$ cat config.mk
export PLATFORM = sky130hd
export DESIGN_NAME = serial_addsub
export DESIGN_NICKNAME = d
export VERILOG_FILES = /design/src/rtl/serial_addsub.sv
export SDC_FILE = /design/constraint.sdc
export NUM_CORES = 1
export LEC_CHECK = 0
export BUFFER_PORTS_ARGS = -buffer_cell sky130_fd_sc_hd__buf_2
export CORE_AREA = 2 2 59 61
export CTS_BUF_LIST = sky130_fd_sc_hd__clkbuf_8
export CTS_CLUSTER_DIAMETER = 100
export DETAILED_ROUTE_END_ITERATION = 10
export DIE_AREA = 0 0 61 63
export GPL_TIMING_DRIVEN = 0
export PLACE_DENSITY_LB_ADDON = 0.05
export SETUP_SLACK_MARGIN = 0.3
export SYNTH_ARGS = -nofsm -noshare
export SYNTH_HDL_FRONTEND = slang
export SYNTH_SLANG_ARGS = --single-unit
$ cat constraint.sdc
create_clock -name clk -period 1.6 [get_ports clk]
set_clock_uncertainty 0.05 [all_clocks]
set_input_delay 0.16 -clock clk [delete_from_list [all_inputs] [get_ports clk]]
set_output_delay 0.16 -clock clk [all_outputs]
set_load 0.005 [all_outputs]
$ cat src/rtl/serial_addsub.sv
// rtl/serial_addsub.sv - bit-serial WIDTH-bit adder/subtractor built on one FAS cell
module serial_addsub #(
  parameter int WIDTH = 8
) (
  input  logic             clk,
  input  logic             rst_n,
  input  logic             start,
  input  logic             sub,
  input  logic [WIDTH-1:0] a,
  input  logic [WIDTH-1:0] b,
  output logic             busy,
  output logic             done,
  output logic [WIDTH-1:0] result,
  output logic             cout,
  output logic             overflow
);

  localparam int CNT_W = $clog2(WIDTH);
  localparam logic [CNT_W-1:0] LAST_BIT = CNT_W'(WIDTH - 1);

  localparam logic [0:0] IDLE = 1'b0;
  localparam logic [0:0] RUN  = 1'b1;

  logic [0:0]       r_state;
  logic [WIDTH-1:0] r_a_sh;
  logic [WIDTH-1:0] r_b_sh;
  logic [WIDTH-1:0] r_res_sh;
  logic [CNT_W-1:0] r_cnt;
  logic             r_sub;
  logic             r_carry;
  logic             r_done;
  logic [WIDTH-1:0] r_result;
  logic             r_cout;
  logic             r_ovf;

  logic             w_fas_a;
  logic             w_fas_s;
  logic             w_fas_cout;
  logic [WIDTH-1:0] w_res_next;

  // FAS cell: A is inverted for subtract; the +1 comes from the carry preload
  assign w_fas_a    = r_a_sh[0] ^ r_sub;
  assign w_fas_s    = w_fas_a ^ r_b_sh[0] ^ r_carry;
  assign w_fas_cout = (w_fas_a & r_b_sh[0]) | (w_fas_a & r_carry) | (r_b_sh[0] & r_carry);
  assign w_res_next = {w_fas_s, r_res_sh[WIDTH-1:1]};

  always_ff @(posedge clk or negedge rst_n) begin
    if (!rst_n) begin
      r_state  <= IDLE;
      r_a_sh   <= '0;
      r_b_sh   <= '0;
      r_res_sh <= '0;
      r_cnt    <= '0;
      r_sub    <= 1'b0;
      r_carry  <= 1'b0;
      r_done   <= 1'b0;
      r_result <= '0;
      r_cout   <= 1'b0;
      r_ovf    <= 1'b0;
    end else begin
      r_done <= 1'b0;
      if (r_state == IDLE) begin
        if (start) begin
          r_a_sh  <= a;
          r_b_sh  <= b;
          r_sub   <= sub;
          r_carry <= sub;
          r_cnt   <= '0;
          r_state <= RUN;
        end
      end else begin
        r_res_sh <= w_res_next;
        r_carry  <= w_fas_cout;
        r_a_sh   <= r_a_sh >> 1;
        r_b_sh   <= r_b_sh >> 1;
        r_cnt    <= r_cnt + 1'b1;
        // r_carry here is the carry into the MSB, so xor with Cout flags signed overflow
        if (r_cnt == LAST_BIT) begin
          r_result <= w_res_next;
          r_cout   <= w_fas_cout;
          r_ovf    <= r_carry ^ w_fas_cout;
          r_done   <= 1'b1;
          r_state  <= IDLE;
        end
      end
    end
  end

  assign busy     = (r_state == RUN);
  assign done     = r_done;
  assign result   = r_result;
  assign cout     = r_cout;
  assign overflow = r_ovf;

endmodule

==> impl_metrics.ini, run 1 <==
[run_status]
status = complete, no violations

[grt]
grt_pass1_vias = 1144
antenna_found_initial = 0
grt_max_degree = 41
use_met2_pct = 29.17
met1_usage_pct = 22.16
use_met3_pct = 4.969
grt_overflow = 0
grt_busiest_layer = met2
grt_pass1_wl_mm = 5.140
groute.usage.overall_pct = 18.38

[setup_path]
crit_type = flip-flop to flip-flop
crit_arrival_ns = 1.60
critPathCaptureType = flip-flop
cp-start-kind = flip-flop
cp_max_fo = 3
ff2ff_setup_slack_ns = 0.13
critPathRequiredTime_ns = 1.73

[floorplanning]
rows = 21
die_area_mm2 = 0.003843
die_h_um = 63
die_w_um = 61
coreArea_mm2 = 0.003232
boundaryPins = 32
start_util_pct = 53.97

[final_layout]
final_nets = 201
diodes = 0
drive_gt1_share_pct = 39.11
multiInputGateArea_um2 = 684.4
areaGrowthSynthToFinish_pct = 22.45
fin_area_mm2 = 0.002136
final-seq-area_mm2 = 0.001001
fill_cells = 270

[detailed_routing]
antenna_left = 0
num_vias = 1122
wl_mm = 3.022
via_per_inst = 4.987
drt_first_pass_iters = 4
avgRoutedWirePerCell_um = 13.43
dr.first_iter.drc_count = 36
drc = 0

[synth]
syn_area_per_cell_um2 = 13.02
synth_warnings = 0
synthDistinctLibCells = 21
syn_nets = 157
synthFlopType = dfrtp_1
netlist_top_cells_area = dfrtp_1, mux2i_1, mux2_4
async_flop_share_pct = 100.0
synth_edf_count = 0
syn_inst = 134
syn-cell-area_mm2 = 0.001744
ys_seq_area_share_pct = 57.39
synth-seq-cells = 40
synth_top_area_share_pct = 57.39
synth_top_area_cell = dfrtp_1

[placement]
placed_cell_area_mm2 = 0.001974
portBuffers = 31
dpl.hpwl_mm = 2.111
dp_slack_ns = 0.1330
place_congestion = 0.6694

[sta]
holdWs_ns = 0.07842
finalCriticalPeriod_ns = 1.473
setup_tns_ns = 0
setup_viol = 0
finalHoldViolCount = 0
rsz0062_at_grt = true
maxSlewViolCount = 0
max-slew-margin-rel_pct = 63.52
period_share_pct = 92.04
setup_slack_ns = 0.1273
clock.fmax_mhz = 679.0
worst_slew_pin_slew_ns = 0.5472

[clock_tree]
cts_inserted_buffers = 5
clk_latency_ns = 0.29
root_buffer = clkbuf_8
cts_tree = built
htreeDepth = 2
clock_path_buffers = 2
clk_pin_slew_ns = 0.07
clock-sinks = 40

[power]
p_leak_nw = 1.118
peakVddDrop_v = 0.0007354
total_power_mw = 3.861
power_density_mw_per_mm2 = 1808

[min_path]
hold_path.class = input port to flip-flop

[flow_run]
cap_violations = 0
==> critical path: stages (launching register included) <==
cell     delay (ns)
dfrtp_1        0.40
xnor2_1        0.15
fa_2           0.37
xnor2_1        0.13
mux2_4         0.27
==> layout make-up <==
cell class | count | area share, %
flip-flops and latches | 40 | 46.87
repair buffers | 37 | 9.608
inverters | 7 | 1.230
clock buffers | 6 | 3.866
clock inverters | 2 | 0.3515
plain buffers | 8 | 3.339
well taps | 46 | 2.695
multi-input cells | 79 | 32.04
==> registers in the layout, indices dropped and copies added (netlist names) <==
register / count
busy: 1
cout: 1
done: 1
overflow: 1
r_a_sh: 8
r_b_sh: 8
r_carry: 1
r_cnt: 3
r_res_sh: 7
r_sub: 1
result: 8
==> what timing repair did <==
action | 4_1_cts | 5_1_grt
pin swaps | 0 | 0
endpoints found under the hold margin | 40 | 0
hold buffers | 1 | 0
buffers inserted | 3 | 2
gates resized for setup | 3 | 7
gates cloned | 0 | 0
endpoints found under the setup margin | 11 | 63
==> cell usage in the layout (no fill, tap or decap), types with 2 or more instances in the layout <==
cell | netlist | routed
dfrtp_1 | 40 | 40
buf_2 | 1 | 31
mux2i_1 | 22 | 22
nand2_1 | 14 | 14
inv_1 | 7 | 9
mux2_4 | 7 | 8
o21ai_0 | 8 | 8
mux2_2 | 8 | 7
buf_4 | 2 | 6
o21ai_1 | 6 | 6
clkbuf_8 | 0 | 6
buf_6 | 3 | 3
nor2_1 | 3 | 3
xnor2_1 | 2 | 2
clkbuf_2 | 0 | 2
a22o_1 | 2 | 2
==> layer usage <==
metal  vias up  wire length, µm
li1        539                -
met4         0               74
met1       543             1355
met2        30             1482
met3        10              110
met5         -                0
==> report_power, final <==
part | internal, mW | switching [mW]
sequential | 1.46 | 0.261
clock | 0.339 | 0.331
combinational | 0.849 | 0.617
total | 2.65 | 1.21
==> through the flow <==
stage                     util [%]  instances
after global routing         66.09        225
after floorplan                  -        134
final                        66.09        225
after CTS                    65.27        223
after global placement       61.09        211
after detailed placement     61.09        211
==> cells by family after synthesis <==
logic type               count (synthesis)  share of synthesized area (%)
AO/OA/AOI/OAI                           17                          5.452
XOR/XNOR                                 2                          1.004
adder cells (fa/ha/maj)                  3                          2.582
buffers and inverters                   15                          5.021
flip-flops                              40                          57.39
multiplexers                            37                          23.82
AND/OR/NAND/NOR                         20                          4.735
==> worst paths after layout <==
| check | from | endpoint | cells past startpoint |
|---|---|---|---|
| max in group asynchronous | rst_n | result[1]$_DFFE_PN0P_ | 2 |
| min reg2reg | r_b_sh[4]$_DFFE_PN0P_ | r_b_sh[3]$_DFFE_PN0P_ | 2 |
| min in group asynchronous | rst_n | result[6]$_DFFE_PN0P_ | 2 |
| max reg2reg | r_a_sh[0]$_DFFE_PN0P_ | overflow$_DFFE_PN0P_ | 4 |
| min | a[7] | r_a_sh[7]$_DFFE_PN0P_ | 3 |
| max | r_a_sh[0]$_DFFE_PN0P_ | overflow$_DFFE_PN0P_ | 4 |
==> synthesized netlist by cell type, types with 2 or more instances <==
library cell and count:
mux2_4 7, buf_4 2, o21ai_0 8, mux2_2 8, ha_1 2, dfrtp_1 40, mux2i_1 22, xnor2_1 2
inv_1 7, nand2_1 14, buf_6 3, nor2_1 3, a22o_1 2, clkbuf_1 2, o21ai_1 6
(Power assumes the default switching activity.)
==> inputs of run 2 (changes only) <==
--- a/config.mk
+++ b/config.mk
@@ -5,12 +5,13 @@
 export SDC_FILE = /design/constraint.sdc
 export NUM_CORES = 1
 export LEC_CHECK = 0
+export ABC_AREA = 1
 export BUFFER_PORTS_ARGS = -buffer_cell sky130_fd_sc_hd__buf_2
-export CORE_AREA = 2 2 59 61
+export CORE_AREA = 2 2 58 60
 export CTS_BUF_LIST = sky130_fd_sc_hd__clkbuf_8
 export CTS_CLUSTER_DIAMETER = 100
 export DETAILED_ROUTE_END_ITERATION = 10
-export DIE_AREA = 0 0 61 63
+export DIE_AREA = 0 0 60 62
 export GPL_TIMING_DRIVEN = 0
 export PLACE_DENSITY_LB_ADDON = 0.05
 export SETUP_SLACK_MARGIN = 0.3
==> impl_metrics.ini, run 2 <==
[run_status]
status = complete, no violations

[synth]
syn-cell-area_mm2 = 0.001723
synth_top_area_share_pct = 58.10
synth-seq-cells = 40
syn_area_per_cell_um2 = 9.364
synth_top_area_cell = dfrtp_1
async_flop_share_pct = 100.0
synth_edf_count = 0
ys_seq_area_share_pct = 58.10
synthDistinctLibCells = 18
synthMostInstantiatedCell = nand2_1
synth_commonest_cells = nand2_1, dfrtp_1, nand3_1
netlist_top_cells_area = dfrtp_1, nand2_1, nand3_1
syn_inst = 184
synth_warnings = 0
synthFlopType = dfrtp_1
syn_nets = 207

[floorplanning]
die_area_mm2 = 0.003720
boundaryPins = 32
die_h_um = 62
rows = 21
start_util_pct = 54.19
coreArea_mm2 = 0.003179
die_w_um = 60

[min_path]
hold_path.class = input port to flip-flop

[setup_path]
cp_max_fo = 2
critPathCaptureType = flip-flop
crit_arrival_ns = 1.53
cp-start-kind = flip-flop
max_stage_delay_ns = 0.61
cp_cell_sequence = xnor2_2 -> fa_2 -> o21ai_2
crit_path_top_delay_cell = fa_2
critPathRequiredTime_ns = 1.74
crit_type = flip-flop to flip-flop

[detailed_routing]
wl_mm = 3.403
drt_first_pass_iters = 4
dr.first_iter.drc_count = 50
num_vias = 1365
avgRoutedWirePerCell_um = 12.20
drc = 0
antenna_left = 0
via_per_inst = 4.892

[sta]
finalHoldViolCount = 0
rsz0062_at_grt = true
setup_viol = 0
clock.fmax_mhz = 722.3
holdWs_ns = 0.007656
period_share_pct = 86.53
maxSlewViolCount = 0
finalCriticalPeriod_ns = 1.385
setup_tns_ns = 0
worst_slew_pin_slew_ns = 0.8502
max-slew-margin-rel_pct = 43.32

[final_layout]
fin_area_mm2 = 0.002248
final_nets = 255
areaGrowthSynthToFinish_pct = 30.50
drive_gt1_share_pct = 36.05
postLayoutCoreUtil_pct = 70.72
mostFrequentLayoutCell = nand2_1
final_cell_mix = nand2_1, dfrtp_1, buf_2, nand3_1
diodes = 0

[flow_run]
cap_violations = 0

[grt]
grt_max_degree = 41
grt_pass1_vias = 1192
antenna_found_initial = 0
grt_overflow = 0
grt_pass1_wl_mm = 5.361
groute.usage.overall_pct = 20.37

[clock_tree]
cts_inserted_buffers = 5
htreeDepth = 2
cts_tree = built
root_buffer = clkbuf_8
clk_pin_slew_ns = 0.08
clock_path_buffers = 2
clk_latency_ns = 0.29
clock-sinks = 40

[power]
total_power_mw = 4.236
p_leak_nw = 1.155
peakVddDrop_v = 0.001152
power_density_mw_per_mm2 = 1884

[placement]
place_congestion = 0.7111
placed_cell_area_mm2 = 0.001933
portBuffers = 30
dpl.hpwl_mm = 2.239
==> run 2: area by class of cell <==
type                    count  area, µm²
multi-input cells         122      661.9
well taps                  46      57.56
clock inverters             3      42.54
fillers                   245      930.9
inverters                  12      48.80
clock buffers               5      68.82
repair buffers             41      291.5
flip-flops and latches     40       1001
plain buffers              10      76.32
==> run 2: critical path, delay by kind of cell (launching register included) <==
family | cells | cell delay (ns)
compound gates | 1 | 0.05
xor+xnor | 1 | 0.16
fa+ha+maj | 1 | 0.61
flops | 1 | 0.41
==> run 2: timing repair <==
| item | 4_1_cts | 5_1_grt |
|---|---|---|
| gates resized for setup | 7 | 14 |
| buffers inserted | 7 | 2 |
| endpoints found under the hold margin | 40 | 0 |
| endpoints found under the setup margin | 13 | 12 |
| gates cloned | 1 | 0 |
| pin swaps | 2 | 8 |
| hold buffers | 1 | 0 |
==> run 2: final timing paths <==
kind | slack [ns] | startpoint | cells after the start | to
setup / recovery | 0.22 | r_a_sh[0]$_DFFE_PN0P_ | 3 | r_res_sh[7]$_DFFE_PN0P_
hold / removal | 0.008 | b[7] | 3 | r_b_sh[7]$_DFFE_PN0P_
setup reg to reg | 0.22 | r_a_sh[0]$_DFFE_PN0P_ | 3 | r_res_sh[7]$_DFFE_PN0P_
hold reg to reg | 0.43 | result[6]$_DFFE_PN0P_ | 2 | result[6]$_DFFE_PN0P_
max in group asynchronous | 0.50 | rst_n | 2 | r_a_sh[1]$_DFFE_PN0P_
min in group asynchronous | 0.46 | rst_n | 2 | result[1]$_DFFE_PN0P_
==> run 2: metrics by stage <==
stage	setup slack (ns)	std cells
detailed placement	0.1823	260
global route	0.1737	279
CTS	0.2458	277
global placement	0.2024	260
finish	0.2155	279
floorplan	0.3291	184
==> run 2: routing by layer <==
metal	vias to the layer above	routed length, µm	track usage [%]
li1	684	-	-
met3	7	155	6.832
met2	31	1728	34.63
met1	643	1442	23.99
met5	-	0	0
met4	0	76	7.937
==> run 2: cell families after synthesis <==
kind of cell | Yosys count | share of synthesized area, %
AO/OA/AOI/OAI | 17 | 6.681
AND/OR/NAND/NOR | 101 | 25.13
adder cells (fa/ha/maj) | 3 | 2.614
XOR/XNOR | 1 | 0.5084
flip-flops | 40 | 58.10
buffers and inverters | 22 | 6.972
==> run 2: report_power, final <==
part,switching [mW],internal (mW),total (mW)
sequential,0.239,1.43,1.67
clock,0.352,0.461,0.813
combinational,0.923,0.829,1.75
==> inputs of run 3 (changes only) <==
--- a/config.mk
+++ b/config.mk
@@ -7,14 +7,16 @@
 export LEC_CHECK = 0
 export ABC_AREA = 1
 export BUFFER_PORTS_ARGS = -buffer_cell sky130_fd_sc_hd__buf_2
-export CORE_AREA = 2 2 58 60
+export CELL_PAD_IN_SITES_DETAIL_PLACEMENT = 1
+export CELL_PAD_IN_SITES_GLOBAL_PLACEMENT = 2
+export CORE_AREA = 2 2 74 76
 export CTS_BUF_LIST = sky130_fd_sc_hd__clkbuf_8
 export CTS_CLUSTER_DIAMETER = 100
 export DETAILED_ROUTE_END_ITERATION = 10
-export DIE_AREA = 0 0 60 62
+export DIE_AREA = 0 0 76 78
 export GPL_TIMING_DRIVEN = 0
 export PLACE_DENSITY_LB_ADDON = 0.05
-export SETUP_SLACK_MARGIN = 0.3
+export SETUP_SLACK_MARGIN = 0.05
 export SYNTH_ARGS = -nofsm -noshare
 export SYNTH_HDL_FRONTEND = slang
 export SYNTH_SLANG_ARGS = --single-unit
==> impl_metrics.ini, run 3 (same netlist as run 2, synthesis figures left out) <==
[clock_tree]
htreeDepth = 2
cts_inserted_buffers = 5
root_buffer = clkbuf_8
clock_path_buffers = 2
post_cts_resized = 0
cts_tree = built
clock-sinks = 40
clk_pin_slew_ns = 0.08
clk_latency_ns = 0.29
postCtsHoldBufs = 2
post_cts_buffers = 0

[floorplanning]
start_util_pct = 34.17
die_h_um = 78
die_area_mm2 = 0.005928
boundaryPins = 32
die_w_um = 76
coreArea_mm2 = 0.005042
rows = 26

[power]
seqPwrFrac_pct = 39.3
peakVddDrop_v = 0.0006159
power.switching_mw = 1.415
clkPwrFrac_pct = 27.1
sw_frac_of_total_pct = 33.67
internal_power_mw = 2.787
p_leak_nw = 1.103
total_power_mw = 4.202
comb_power_share_pct = 33.6
power_density_mw_per_mm2 = 1964

[final_layout]
diodes = 0
areaGrowthSynthToFinish_pct = 24.18
drive_gt1_share_pct = 26.34
fin_area_mm2 = 0.002140
final-seq-area_mm2 = 0.001001
multiInputGateArea_um2 = 601.8
mostFrequentLayoutCell = nand2_1
fill_cells = 588
final_nets = 246
final_cell_mix = nand2_1, dfrtp_1, buf_2, nand3_1, inv_1

[detailed_routing]
dr.first_iter.drc_count = 70
top_layer = met4
met1Wirelength_mm = 1.690
avgRoutedWirePerCell_um = 13.51
via_per_inst = 4.677
wl_met3_um = 190
dr_wl_met2_mm = 2.047
num_vias = 1375
antenna_left = 0
drt_first_pass_iters = 4
drc = 0
wl_mm = 3.972

[setup_path]
critPathRequiredTime_ns = 1.74
critPathCaptureType = flip-flop
regToRegEndpoint = overflow$_DFFE_PN0P_
cp-start-kind = flip-flop
r2r-start = r_a_sh[0]$_DFFE_PN0P_
cp_max_fo = 3
crit_type = flip-flop to flip-flop
crit_arrival_ns = 1.54
reg2reg_depth = 6
ff2ff_setup_slack_ns = 0.19

[min_path]
whs_endpoint = r_b_sh[7]$_DFFE_PN0P_
min_from = b[7]
hold_path.class = input port to flip-flop
worstHoldPathCells = 3

[placement]
place_congestion = 0.7302
dpl.hpwl_mm = 2.780
portBuffers = 30
placed_cell_area_mm2 = 0.001961

[grt]
grt_max_degree = 41
grt_pass1_wl_mm = 6.989
grt_overflow = 0
antenna_found_initial = 0
grt_pass1_vias = 1493
groute.usage.overall_pct = 15.18

[sta]
period_share_pct = 87.90
rsz0062_at_grt = false
setup_tns_ns = 0
worst_slew_pin_slew_ns = 0.9248
max-slew-margin-rel_pct = 38.35
clock.fmax_mhz = 711.0
finalCriticalPeriod_ns = 1.406
maxSlewViolCount = 0
finalHoldViolCount = 0
setup_viol = 0

[run_status]
status = complete, no violations

[flow_run]
cap_violations = 0
-- run 3: through the flow --
stage | utilization (%) | hold slack (ns) | std cells | setup WS (ns)
after detailed placement | 38.88 | 0.2992 | 284 | 0.1726
after global routing | 42.43 | 0.02042 | 294 | 0.07908
after floorplan | - | -0.1856 | 184 | 0.2945
after global placement | 38.88 | 0.2805 | 284 | 0.1647
after CTS | 42.43 | 0.006721 | 294 | 0.1606
final | 42.43 | 0.01896 | 294 | 0.1936
-- run 3: worst max path at each step --
stage,startpoint,endpoint,cells after the start
2_1_floorplan,r_a_sh[0]$_DFFE_PN0P_,overflow$_DFFE_PN0P_,6
4_1_cts,r_cnt[0]$_DFFE_PN0P_,overflow$_DFFE_PN0P_,6
6_report,r_a_sh[0]$_DFFE_PN0P_,overflow$_DFFE_PN0P_,6
3_3_place_gp,r_cnt[0]$_DFFE_PN0P_,overflow$_DFFE_PN0P_,6
3_5_place_dp,r_cnt[0]$_DFFE_PN0P_,overflow$_DFFE_PN0P_,6
5_1_grt,r_cnt[0]$_DFFE_PN0P_,overflow$_DFFE_PN0P_,6
-- run 3: layout make-up --
class,instances,share of cell area (%)
clock buffers,5,3.216
clock inverters,3,4.211
plain buffers,10,3.392
multi-input cells,122,28.13
flip-flops and latches,40,46.78
well taps,70,4.094
repair buffers,32,7.953
inverters,12,2.222
-- run 3: per-layer routing --
metal | GRT usage [%] | up-vias
met5 | 0 | -
met4 | 5.273 | 0
met3 | 4.419 | 5
met2 | 26.34 | 28
met1 | 18.06 | 681
li1 | - | 661
-- run 3: power groups by stage --
| stage | Sequential, mW | Clock [mW] | Combinational, mW |
|---|---|---|---|
| finish | 1.65 | 1.14 | 1.41 |
| floorplan | 1.64 | 0 | 0.983 |
| detailed placement | 1.67 | 0 | 1.45 |
| global route | 1.71 | 1.22 | 1.63 |
| CTS | 1.65 | 1.17 | 1.46 |
| global placement | 1.65 | 0 | 1.38 |
-- run 3: critical path: stages, from the launching register on --
cell and delay (ns):
dfrtp_1 0.41, xnor2_1 0.14, fa_1 0.43, inv_1 0.10
nand2_1 0.05, nand3_1 0.07, nand2_1 0.05
